### src/rtl/mips_multicycle_ctrl.sv
// Multicycle MIPS control FSM: sequences fetch/decode/execute/memory/writeback, one state per cycle.
// Latency: 3-5 cycles per instruction (2 for an illegal opcode); no backpressure, flag is used combinationally in BRANCH.
module mips_multicycle_ctrl #(
  parameter int CNT_W = 32
) (
  input  logic             clk,
  input  logic             rst_n,
  input  logic [5:0]       opcode,
  input  logic [5:0]       funct,
  input  logic             flag,
  output logic [3:0]       AluOP,
  output logic             AluSrcA,
  output logic [1:0]       AluSrcB,
  output logic             IorD,
  output logic             MemWrite,
  output logic             IRWrite,
  output logic             RegWrite,
  output logic             RegDst,
  output logic             MemtoReg,
  output logic [1:0]       PCSrc,
  output logic             PCEn,
  output logic             illegal,
  output logic [CNT_W-1:0] instr_count
);

  localparam logic [5:0] OP_RTYPE = 6'b000000;
  localparam logic [5:0] OP_LW    = 6'b100011;
  localparam logic [5:0] OP_SW    = 6'b101011;
  localparam logic [5:0] OP_BEQ   = 6'b000100;
  localparam logic [5:0] OP_ADDI  = 6'b001000;
  localparam logic [5:0] OP_J     = 6'b000010;

  localparam logic [3:0] ALU_ADD = 4'b0000;
  localparam logic [3:0] ALU_SUB = 4'b0010;
  localparam logic [3:0] ALU_SLT = 4'b1010;
  localparam logic [3:0] ALU_AND = 4'b0100;
  localparam logic [3:0] ALU_OR  = 4'b0101;
  localparam logic [3:0] ALU_XOR = 4'b0110;
  localparam logic [3:0] ALU_NOR = 4'b0111;

  typedef enum logic [3:0] {
    FETCH, DECODE, MEMADR, MEMRD, MEMWB, MEMWR,
    EXEC, ALUWB, BRANCH, ADDIEX, ADDIWB, JUMP
  } state_t;

  state_t     state, nextState;
  logic [3:0] functOp;
  logic       functOk;
  logic       illegalNext;
  logic       retire;

  always_comb begin
    functOp = ALU_ADD;
    functOk = 1'b1;
    case (funct)
      6'b100000: functOp = ALU_ADD;
      6'b100010: functOp = ALU_SUB;
      6'b100100: functOp = ALU_AND;
      6'b100101: functOp = ALU_OR;
      6'b100110: functOp = ALU_XOR;
      6'b100111: functOp = ALU_NOR;
      6'b101010: functOp = ALU_SLT;
      default:   functOk = 1'b0;
    endcase
  end

  always_ff @(posedge clk or negedge rst_n) begin
    if (!rst_n) state <= FETCH;
    else        state <= nextState;
  end

  always_comb begin
    nextState   = FETCH;
    illegalNext = 1'b0;
    retire      = 1'b0;
    AluOP       = ALU_ADD;
    AluSrcA     = 1'b0;
    AluSrcB     = 2'b00;
    IorD        = 1'b0;
    MemWrite    = 1'b0;
    IRWrite     = 1'b0;
    RegWrite    = 1'b0;
    RegDst      = 1'b0;
    MemtoReg    = 1'b0;
    PCSrc       = 2'b00;
    PCEn        = 1'b0;
    // Everything stays quiet while reset is held, even though the state reads FETCH.
    if (rst_n) begin
      case (state)
        FETCH: begin
          AluSrcB   = 2'b01;
          IRWrite   = 1'b1;
          PCEn      = 1'b1;
          nextState = DECODE;
        end
        DECODE: begin
          AluSrcB = 2'b11;
          case (opcode)
            OP_LW, OP_SW: nextState = MEMADR;
            OP_RTYPE:     nextState = EXEC;
            OP_BEQ:       nextState = BRANCH;
            OP_ADDI:      nextState = ADDIEX;
            OP_J:         nextState = JUMP;
            default:      illegalNext = 1'b1;
          endcase
        end
        MEMADR: begin
          AluSrcA   = 1'b1;
          AluSrcB   = 2'b10;
          nextState = (opcode == OP_LW) ? MEMRD : MEMWR;
        end
        MEMRD: begin
          IorD      = 1'b1;
          nextState = MEMWB;
        end
        MEMWB: begin
          MemtoReg = 1'b1;
          RegWrite = 1'b1;
          retire   = 1'b1;
        end
        MEMWR: begin
          IorD     = 1'b1;
          MemWrite = 1'b1;
          retire   = 1'b1;
        end
        EXEC: begin
          AluSrcA = 1'b1;
          AluOP   = functOp;
          if (functOk) nextState = ALUWB;
          else         illegalNext = 1'b1;
        end
        ALUWB: begin
          RegDst   = 1'b1;
          RegWrite = 1'b1;
          retire   = 1'b1;
        end
        BRANCH: begin
          AluSrcA = 1'b1;
          AluOP   = ALU_SUB;
          PCSrc   = 2'b01;
          PCEn    = (flag === 1'b1);
          retire  = 1'b1;
        end
        ADDIEX: begin
          AluSrcA   = 1'b1;
          AluSrcB   = 2'b10;
          nextState = ADDIWB;
        end
        ADDIWB: begin
          RegWrite = 1'b1;
          retire   = 1'b1;
        end
        JUMP: begin
          PCSrc  = 2'b10;
          PCEn   = 1'b1;
          retire = 1'b1;
        end
        default: nextState = FETCH;
      endcase
    end
  end

  always_ff @(posedge clk or negedge rst_n) begin
    if (!rst_n) begin
      illegal     <= 1'b0;
      instr_count <= '0;
    end else begin
      illegal <= illegalNext;
      if (retire) instr_count <= instr_count + 1'b1;
    end
  end

endmodule

### config.mk
export PLATFORM = sky130hd
export DESIGN_NAME = mips_multicycle_ctrl
export DESIGN_NICKNAME = d
export VERILOG_FILES = /design/src/rtl/mips_multicycle_ctrl.sv
export SDC_FILE = /design/constraint.sdc
export NUM_CORES = 1
export LEC_CHECK = 0
export BUFFER_PORTS_ARGS = -buffer_cell sky130_fd_sc_hd__buf_2
export CAP_MARGIN = 15
export CORE_MARGIN = 8
export CORE_UTILIZATION = 51
export DETAILED_ROUTE_END_ITERATION = 16
export HOLD_SLACK_MARGIN = 0.02
export PLACE_DENSITY = 0.79
export SYNTH_ARGS = -nofsm -noshare
export SYNTH_HDL_FRONTEND = slang
export SYNTH_SLANG_ARGS = --single-unit
### constraint.sdc
create_clock -name clk -period 1.9 [get_ports clk]
set_clock_uncertainty 0.2 [all_clocks]
set_input_delay 0.095 -clock clk [delete_from_list [all_inputs] [get_ports clk]]
set_output_delay 0.095 -clock clk [all_outputs]
set_load 0.03 [all_outputs]
# == After elaboration in Yosys (flattened, before gate mapping) ==
# Cells that the tools add are included.
# totals
reg_bits,37
elab_cells,74
input_bits,15
# op_classes
add_sub_neg,1
n_eq_ne,24
mux,35
reduce_logical,11
# op_table
op,n
$eq A6 B6 Y1 const B,9
$pmux W4 S6,2
$add A32 B1 Y32 const B,1
$mux W1,21
$pmux W4 S5,1
$eq A4 B3 Y1 const B,4
$eq A4 B4 Y1 const B,4
$reduce_or A6 Y1,2
$eq A4 B2 Y1 const B,2
$mux W4,2
$pmux W4 S2,1
$reduce_or A2 Y1,4
$reduce_or A7 Y1,1
$eq A6 B2 Y1 const B,1
$eq A6 B3 Y1 const B,1
$eq A6 B4 Y1 const B,1
$logic_not A6 Y1,1
$mux W3,2
$pmux W2 S3,1
$eq A4 B1 Y1 const B,1
$logic_not A4 Y1,1
$mux W2,2
$pmux W1 S2,2
$pmux W2 S2,1
other kinds (3),3

# == Logic depth before layout (Yosys ltp) ==
# Gate-level depths: netlist of the first run.
# logic_depth
ltp_word,6
depth_mapped,7
depth_no_buf,5

# == Least setup slack after synthesis of the first run ==
# OpenSTA, ideal clock, no wires.
# synth_path
kind,register to output
from,register state[0]
to,output AluOP[1]
n_path_buf,0
t_required_ns,1.605
slack_ns,-0.421
path_stages_with_launch,6
t_arrival_ns,2.026
path_cell_list,dfrtp_1 -> nand2b_1 -> or4_1 -> nor3_2 -> o21ai_1 -> o21ai_0
# synth_between
elab_chain_len,3
word_cells_on_any_way,4
classes_between,eq/ne (2); mux (2)
# synth_lines
item,line_no,rtl
"start, declared",46,"state_t state, nextState;"
"start signal, assigned",69,else state <= nextState;
$eq A4 B4 Y1 / $eq A4 B3 Y1 (equally long branches),89,case (state)
$pmux W4 S2 (*),89,
$mux W4 (*),88,if (rst_n) begin
"end, declared",11,"output logic [3:0] AluOP,"
# Mark *: on every way between the ends. The rest lies on a longest branch, timed or not.

# == Worst setup path in the final report of the first run ==
# Ends and elaborated chain as after synthesis.

==> results.md, run 1 <==
* Status: complete, but fails checks
* Failing checks: setup timing
* Clock sink total at 37
* Final Setup Violations at 34
* CTS H-tree depth at 2
* Final Instance Count excl. Fillers at 363
* RSZ-0062 raised after global routing: yes
* Max clock buf depth at 2
* Synth area leader: dfrtp_1
* Final Power at 1.795 mW
* Initial Utilization at 52.98%
* Crit path cell chain: nand2b_4, or4_4, nor3_4, o21ai_1, o21ai_2, buf_6
* Flops & latches, synth at 37
* IO Port Bufs at 63
* Share of post-route cells with drive strength above 1 at 38.98%
* Global route total overflow at 0
* Yosys top cell area share at 43.38%
* Switching power at 0.4643 mW
* Total CTS buffers at 5
* M2 GR Usage at 31.28%
* Area growth, synth to finish at 40.80%
* Die area at 6512 sq um
* Chip width at 80.70 um
* Final #Nets at 328
* Worst min path class: primary input to flop
* Final wirelength at 6372 um
* Post-synth EDFFs at 0
* Final hold vios at 0
* Met3 Resource Use GR at 5.022%
* Site Rows at 23
* Worst endpoint data arrival time at 1870 ps
* Post-DP HPWL at 4141 um
* Sw Share at 25.86%
* Sequential Power Share at 46.4%
* Hold_ws at 29.47 ps
* Top FF cell, synth: dfrtp_1
* Number of buffers and inverters on the critical path at 1
* DRT iter0 DRCs at 104
* Final Max Tran Viols at 0
* Area of the mapped netlist at 2135 sq um
* F_max at 461.2 MHz
* Max-slew headroom at 71.49%
* Routed WL per cell at 17.55 um
* Max_cap viols at 0
* Routed via count at 2,036
* VDD IR max at 0.3917 mV
* Sequential element share of the synthesized area at 43.38%
* Worst Setup Path Type: flop to primary output
* Clk root buf: clkbuf_8
* Pwr dens at 597.4 nW/um^2
* GRT Util Overall at 18.43%
* Comb pwr share at 14.2%
* Syn_nets at 235
* Final worst slack at -268.4 ps
* Initial antenna violation count at 0
* Vias in the first global route at 1,878
* Worst-Skew Late Latency at 290 ps
* Cell with the most instances after synthesis: dfrtp_1
* Clock group share of total power at 39.4%
* Placed insts at 341
* Leakage at 1.478 nW
* Die Ht at 80.70 um
* Tmin final at 2168 ps
* Synth area leaders: dfrtp_1 (43%), xnor2_1 (9.8%), nand4_1 (4.1%)
* Largest net degree at the start of global routing at 31
* Largest delay share family, worst path: simple AND/OR/NAND/NOR gates
* Startpoint class of the critical path: flop
* Post-synth cell types at 46
* Vias/cell at 5.609
* Post-Syn Instances at 219
* Required time worst endpoint at 1600 ps
* Crit. End Element: primary output
* Setup TNS at -6397 ps
* # DRC at 0
* RD Place Congestion at 0.8973
* Num ports at 64
* Antenna cells at 0
* Synth Warn # at 0
* Grt peak-use layer: met2
* Antenna viol nets, final at 0
* Place WS at -9.021 ps
* Avg Cell Area, Syn at 9.747 sq um
* Final Cycle Share at 114.1%
* Met1 usage at 22.02%
* Most common library cells after synthesis: dfrtp_1 (37), xnor2_1 (24), nor2_1 (19), nand2_1 (16), nand3_1 (15)
* Critical path's slowest cell: or4_4
* Internal Power at 1.331 mW
* First-pass DRT Iterations at 4
* Core area at 4029 sq um
* Slowest stage delay, CP at 520 ps
* Critical-path maximum fanout at 3
* CTS tree: yes
* Worst-Margin Slew at 416.9 ps
* Clock slew at reported path FFs at 70 ps
* First-pass GRT wire length at 9446 um
* Share of synthesized registers carrying an async set or reset at 100.0%
## sequential cells by signal (all words and copies together) (netlist names)
signal,count
illegal,1
state,4
instr_count,32
## routing by layer
layer  share of wire, %  wire, um  vias to the layer above
li1                   -         -                      976
met1                 40      2552                      971
met2                 51      3267                       75
met3                6.2       398                       14
met4                2.4       154                        0
met5                  0         0                        -
## tightest hold or removal path, stage by stage
cell	delay (ps)
buf_2	120
nor4_1	70
nand4_1	90
a31oi_1	90
## area by class of cell
cell class	count	area [sq um]
clock buffers	7	86.33
fillers	272	1023
inverters	4	15.01
repair buffers	92	606.8
multi-input cells	172	1274
flip-flops and latches	37	930.9
clock inverters	1	30.03
well taps	50	62.56
## timing repair
| action | CTS | global route |
|---|---|---|
| setup buffers | 1 | 2 |
| pin swaps | 2 | 2 |
| gates cloned | 0 | 2 |
| hold buffers | 8 | 2 |
| setup endpoints to repair | 7 | 40 |
| endpoints found under the hold margin | 40 | 7 |
| resized for setup | 13 | 22 |
## path summary, 6_finish.rpt
| path | to | from | slack [ps] | depth (start not counted) |
|---|---|---|---|---|
| max | AluOP[1] | state[0]$_DFF_PN0_ | -270 | 6 |
| min | state[2]$_DFF_PN0_ | opcode[5] | 30 | 4 |
| max reg2reg | instr_count[8]$_DFFE_PN0P_ | state[0]$_DFF_PN0_ | 20 | 7 |
| min reg2reg | instr_count[31]$_DFFE_PN0P_ | instr_count[31]$_DFFE_PN0P_ | 270 | 1 |
| max in group asynchronous | instr_count[12]$_DFFE_PN0P_ | rst_n | 700 | 4 |
| min in group asynchronous | state[3]$_DFF_PN0_ | rst_n | 290 | 3 |
## power by group through the flow
stage | Sequential (mW) | Combinational [mW] | Clock (mW)
finish | 0.833 | 0.254 | 0.708
global route | 0.836 | 0.276 | 0.756
CTS | 0.833 | 0.233 | 0.716
detailed placement | 0.848 | 0.220 | 0
global placement | 0.846 | 0.216 | 0
floorplan | 0.884 | 0.0878 | 0
## placed cells by master, fill, tap and decap left out, types with 3 or more instances in the layout
master / n
dlygate4sd3_1: 8
nand4_1: 14
and3_1: 5
inv_1: 4
xor2_1: 9
buf_6: 5
and3_4: 3
nand2b_4: 3
dfrtp_1: 33
buf_4: 20
dfrtp_2: 4
xnor2_1: 24
a21oi_1: 4
nor2_1: 17
clkbuf_8: 6
nand3_1: 15
nand2_1: 16
nor3_1: 8
o21ai_0: 6
buf_2: 56
## stage by stage
stage               instance area (sq um)  utilization, %
floorplan                            2163               -
global placement                     2621           65.06
detailed placement                   2621           65.06
CTS                                  2860           70.99
global route                         3005           74.60
finish                               3005           74.60
## cell families after synthesis
kind of cell | count (synthesis) | synth area share (%)
xor+xnor | 33 | 13.54
fa+ha+maj | 1 | 0.5861
flops | 37 | 43.38
mux | 1 | 0.5275
compound gates | 25 | 7.738
simple gates | 110 | 30.72
buf+inv | 12 | 3.516
Note: power is estimated with default switching activity, not from simulation.
==> inputs of run 2 (changes only) <==
--- a/config.mk
+++ b/config.mk
@@ -12,6 +12,7 @@
 export DETAILED_ROUTE_END_ITERATION = 16
 export HOLD_SLACK_MARGIN = 0.02
 export PLACE_DENSITY = 0.79
+export SETUP_SLACK_MARGIN = 0.2
 export SYNTH_ARGS = -nofsm -noshare
 export SYNTH_HDL_FRONTEND = slang
 export SYNTH_SLANG_ARGS = --single-unit
==> run 2 against run 1 <==
  * Wire length down 4.9%
  * Cell count up 0.28%
  * Highest routed layer unchanged
  * Combinational power up 5%
  * Total power down 8.6%
  * Largest power group unchanged
  * Die area unchanged
  * Hold slack better by 41 ps
  * The flow still finishes with violations (setup timing)
==> results.md, run 2 (synthesized netlist as in run 1, its figures left out) <==
* Status: complete, but fails checks
* Failing checks: setup timing
* RD Place Congestion at 0.8830
* Crit. End Element: primary output
* Num ports at 64
* Global route total overflow at 0
* Core area at 4029 sq um
* IO Port Bufs at 63
* Post-DP Area at 2708 sq um
* Max-slew headroom at 64.24%
* RSZ-0062 raised after global routing: yes
* Chip width at 80.70 um
* Largest net degree at the start of global routing at 24
* Clock sink total at 37
* Antenna cells at 0
* Required time worst endpoint at 1600 ps
* Total CTS buffers at 5
* DRT iter0 DRCs at 119
* Final Max Tran Viols at 0
* Routed WL per cell at 16.65 um
* Metal-1 WL at 2666 um
* Final #Nets at 329
* Share of post-route cells with drive strength above 1 at 54.78%
* Max FFs per register at 32
* Largest Register: instr_count
* Initial Utilization at 52.98%
* Vias/cell at 5.544
* Final worst slack at -211.4 ps
* Final hold vios at 0
* First-pass DRT Iterations at 4
* Worst-Skew Late Latency at 290 ps
* Worst endpoint data arrival time at 1820 ps
* Vias in the first global route at 1,979
* Final Instance Count excl. Fillers at 364
* Die area at 6512 sq um
* Max clock buf depth at 2
* Setup TNS at -3449 ps
* Worst reg-to-reg path cell count at 7
* Placed insts at 339
* Worst min path class: primary input to flop
* Highest layer used for signal routing: met4
* Routed via count at 2,018
* Initial antenna violation count at 0
* Final core utilization at 79.44%
* Largest registers: instr_count x32, state x4, illegal x1
* Final wirelength at 6059 um
* Final Setup Violations at 35
* CTS tree: yes
* Tmin final at 2111 ps
* Final Cycle Share at 111.1%
* VDD IR max at 0.4327 mV
* Clock slew at reported path FFs at 70 ps
* Area growth, synth to finish at 49.94%
* WL met2 at 2957 um
* Final Power at 1.642 mW
* Clk root buf: clkbuf_8
* Most common cell after layout, fill and taps aside: buf_2
* Worst-Margin Slew at 531.5 ps
* Site Rows at 23
* First-pass GRT wire length at 9480 um
* Leakage at 1.500 nW
* Max_cap viols at 0
* Startpoint class of the critical path: flop
* CTS H-tree depth at 2
* Place WS at -62.14 ps
* Worst Setup Path Type: flop to primary output
* Hold_ws at 70.90 ps
* Die Ht at 80.70 um
* Pwr dens at 512.9 nW/um^2
* Critical-path maximum fanout at 2
* Post-DP HPWL at 4078 um
* Post-route cell area at 3201 sq um
* WHS Path Cells at 6
* GRT Util Overall at 18.32%
* Most frequent cells in the layout: buf_2 (48), buf_4 (25), dfrtp_2 (25), xnor2_1 (20), nor2_1 (15)
* Routed met3 length at 305 um
* Antenna viol nets, final at 0
* # DRC at 0
* F_max at 473.6 MHz
## run 2: final cells by class
| type | count | area [sq um] |
|---|---|---|
| fill | 235 | 828.3 |
| multi-input combinational | 171 | 1393 |
| tap | 50 | 62.56 |
| inverter | 4 | 15.01 |
| sequential | 37 | 957.2 |
| clock inverter | 3 | 17.52 |
| timing repair buffer | 94 | 686.9 |
| clock buffer | 5 | 68.82 |
## run 2: metal layers
layer / track usage (%) / up-vias
li1: - / 972
met1: 23.53 / 980
met2: 28.79 / 55
met3: 4.353 / 11
met4: 7.500 / 0
met5: 0 / -
## run 2: worst max-delay path, stage by stage, from the launching register on
cell      delay (ps)
dfrtp_1          390
nand2b_4         140
or4_4            520
nor3_4           150
and3_4           210
buf_6            120
## run 2: worst paths after layout
kind                                               endpoint  slack, ps                        start
worst min register to register  instr_count[31]$_DFFE_PN0P_        270  instr_count[31]$_DFFE_PN0P_
max in group asynchronous       instr_count[10]$_DFFE_PN0P_        780                        rst_n
worst max register to register   instr_count[8]$_DFFE_PN0P_        -70           state[0]$_DFF_PN0_
min in group asynchronous       instr_count[21]$_DFFE_PN0P_        390                        rst_n
worst min-delay path                     state[0]$_DFF_PN0_         70                    opcode[1]
worst max-delay path                               AluOP[3]       -210           state[0]$_DFF_PN0_
## run 2: timing repair
item,in CTS,in global routing
pin swaps,4,9
cloned,1,0
hold endpoints to repair,40,37
hold buffers,7,1
endpoints found under the setup margin,42,50
buffers inserted,3,5
resized for setup,31,33
## run 2: power by group
part / internal [mW] / switching [mW] / leakage (nW)
clock: 0.253 / 0.289 / 0.0439
sequential: 0.812 / 0.0214 / 0.472
combinational: 0.104 / 0.162 / 0.984
==> inputs of run 3 (changes only) <==
--- a/config.mk
+++ b/config.mk
@@ -8,10 +8,9 @@
 export BUFFER_PORTS_ARGS = -buffer_cell sky130_fd_sc_hd__buf_2
 export CAP_MARGIN = 15
 export CORE_MARGIN = 8
-export CORE_UTILIZATION = 51
+export CORE_UTILIZATION = 35
 export DETAILED_ROUTE_END_ITERATION = 16
 export HOLD_SLACK_MARGIN = 0.02
-export PLACE_DENSITY = 0.79
 export SETUP_SLACK_MARGIN = 0.2
 export SYNTH_ARGS = -nofsm -noshare
 export SYNTH_HDL_FRONTEND = slang
==> run 3 against run 2 <==
  * The flow still finishes with violations (setup timing)
  * Cell count up 12%
  * Maximum frequency shrank 0.78%
  * Sequential cell count unchanged
  * First-iteration DRC count decreased by 36%
  * Combinational power is 27% higher
  * Global-route usage shrank 3.8 points
  * Via count up 3.3%
  * Wire length is 8.6% higher
  * Count of clock-buffer cells in the layout up 2
  * Non-clock buffer count rose by 18
  * Total power rose by 4.4%
  * Highest routed layer unchanged
==> results.md, run 3 (synthesized netlist as in run 1, its figures left out) <==
* Status: complete, but fails checks
* Failing checks: setup timing
* Max_cap viols at 0
* Most common cell after layout, fill and taps aside: buf_2
* Place WS at 6.540 ps
* Global route total overflow at 0
* Chip width at 94.10 um
* First-pass GRT wire length at 10,390 um
* Num ports at 64
* Number of buffers and inverters on the critical path at 1
* Vias in the first global route at 2,103
* Antenna cells at 0
* Number of fill cells at 490
* Required time worst endpoint at 1600 ps
* Startpoint class of the critical path: flop
* Final #Nets at 347
* Critical path's slowest cell: or4_4
* WL met2 at 3376 um
* Total CTS buffers at 5
* Leakage at 1.718 nW
* Clk root buf: clkbuf_8
* Final Max Tran Viols at 0
* Max clock buf depth at 2
* Final wirelength at 6581 um
* DRT iter0 DRCs at 76
* Post-DP HPWL at 4043 um
* RD Place Congestion at 0.8713
* Max FFs per register at 32
* Post-DP Area at 2754 sq um
* Share of post-route cells with drive strength above 1 at 62.05%
* VDD IR max at 0.3284 mV
* Final worst slack at -228.0 ps
* Clock slew at reported path FFs at 70 ps
* Initial Utilization at 36.05%
* Metal-1 WL at 2854 um
* Largest Register: instr_count
* First-pass DRT Iterations at 4
* Worst-Margin Slew at 500.0 ps
* Antenna viol nets, final at 0
* Final Setup Violations at 33
* Pwr dens at 478.4 nW/um^2
* Worst min path class: primary input to flop
* RSZ-0062 raised after global routing: yes
* Worst-Skew Late Latency at 290 ps
* Tmin final at 2128 ps
* Crit. End Element: primary output
* Critical-path maximum fanout at 3
* Final Power at 1.714 mW
* # DRC at 0
* CTS H-tree depth at 2
* IO Port Bufs at 63
* Initial antenna violation count at 0
* Site Rows at 28
* Max-slew headroom at 65.80%
* Post-route cell area at 3582 sq um
* Die area at 8854 sq um
* Crit path cell chain: nand2b_4, or4_4, nor3_4, o21ai_1, o21ai_2, buf_6
* Vias/cell at 5.120
* R2R setup slack at -160 ps
* Routed via count at 2,084
* Routed met3 length at 304 um
* F_max at 469.9 MHz
* Largest net degree at the start of global routing at 31
* Most frequent cells in the layout: buf_2 (47), buf_4 (28), buf_6 (26), dfrtp_2 (24), xnor2_1 (18)
* Area growth, synth to finish at 67.82%
* Final hold vios at 0
* Core area at 5921 sq um
* Largest registers: instr_count x32, state x4, illegal x1
* Largest delay share family, worst path: simple AND/OR/NAND/NOR gates
* Worst Setup Path Type: flop to primary output
* GRT Util Overall at 14.52%
* Die Ht at 94.10 um
* Routed WL per cell at 16.17 um
* Highest layer used for signal routing: met4
* Clock sink total at 37
* Slowest stage delay, CP at 520 ps
* CTS tree: yes
* Worst endpoint data arrival time at 1830 ps
* Final Cycle Share at 112.0%
run 3: cell types whose count changed in the layout (fill, tap and decap cells not counted), moves of 3 or more:
cell	change
nand3_4	+4
o21ai_0	-3
buf_6	+17
nand2_1	-5
buf_4	+3
nand2_2	+3
run 3: layout make-up:
class / instances / area (sq um) / share of cell area, %
multi-input combinational: 171 / 1545 / 43.14
clock buffer: 7 / 76.32 / 2.131
tap: 75 / 93.84 / 2.620
clock inverter: 1 / 5.005 / 0.1397
sequential: 37 / 955.9 / 26.69
inverter: 4 / 15.01 / 0.4191
timing repair buffer: 112 / 890.9 / 24.87
run 3: what timing repair did:
item	in CTS	in global routing
gates resized for setup	75	38
setup endpoints to repair	39	51
gates cloned	2	0
buffers inserted	19	5
pin swaps	38	22
hold endpoints to repair	40	0
hold buffers	7	0
run 3: path summary, 6_finish.rpt:
check | from | to | cells after the start
setup / recovery | state[0]$_DFF_PN0_ | AluOP[1] | 6
hold / removal | opcode[1] | state[0]$_DFF_PN0_ | 6
setup reg to reg | state[2]$_DFF_PN0_ | instr_count[8]$_DFFE_PN0P_ | 8
hold reg to reg | instr_count[18]$_DFFE_PN0P_ | instr_count[18]$_DFFE_PN0P_ | 1
max in group asynchronous | rst_n | instr_count[4]$_DFFE_PN0P_ | 3
min in group asynchronous | rst_n | instr_count[2]$_DFFE_PN0P_ | 3
run 3: power by group:
| part | internal (mW) | total [mW] | switching [mW] |
|---|---|---|---|
| Clock | 0.258 | 0.538 | 0.280 |
| Sequential | 0.812 | 0.837 | 0.0246 |
| Combinational | 0.154 | 0.339 | 0.184 |
run 3: metal layers:
layer,global-route usage [%],vias to the layer above
met5,0,-
met4,3.831,0
met3,3.757,2
met2,23.75,34
met1,18.45,1037
li1,-,1011
run 3: stage by stage:
step	hold WS, ps	utilization [%]	instances	TNS [ps]
floorplan	-400.6	-	219	-254.9
global placement	-151.9	46.51	366	0
detailed placement	-140.3	46.51	366	0
CTS	88.91	56.97	402	-1620
global route	120.6	60.50	407	-5959
finish	84.83	60.50	407	-3363
run 3: tightest hold or removal path, stage by stage:
cell	delay (ps)
buf_2	110
xor2_1	80
nand2_1	60
o21ai_0	60
nand2_1	60
a21oi_1	60
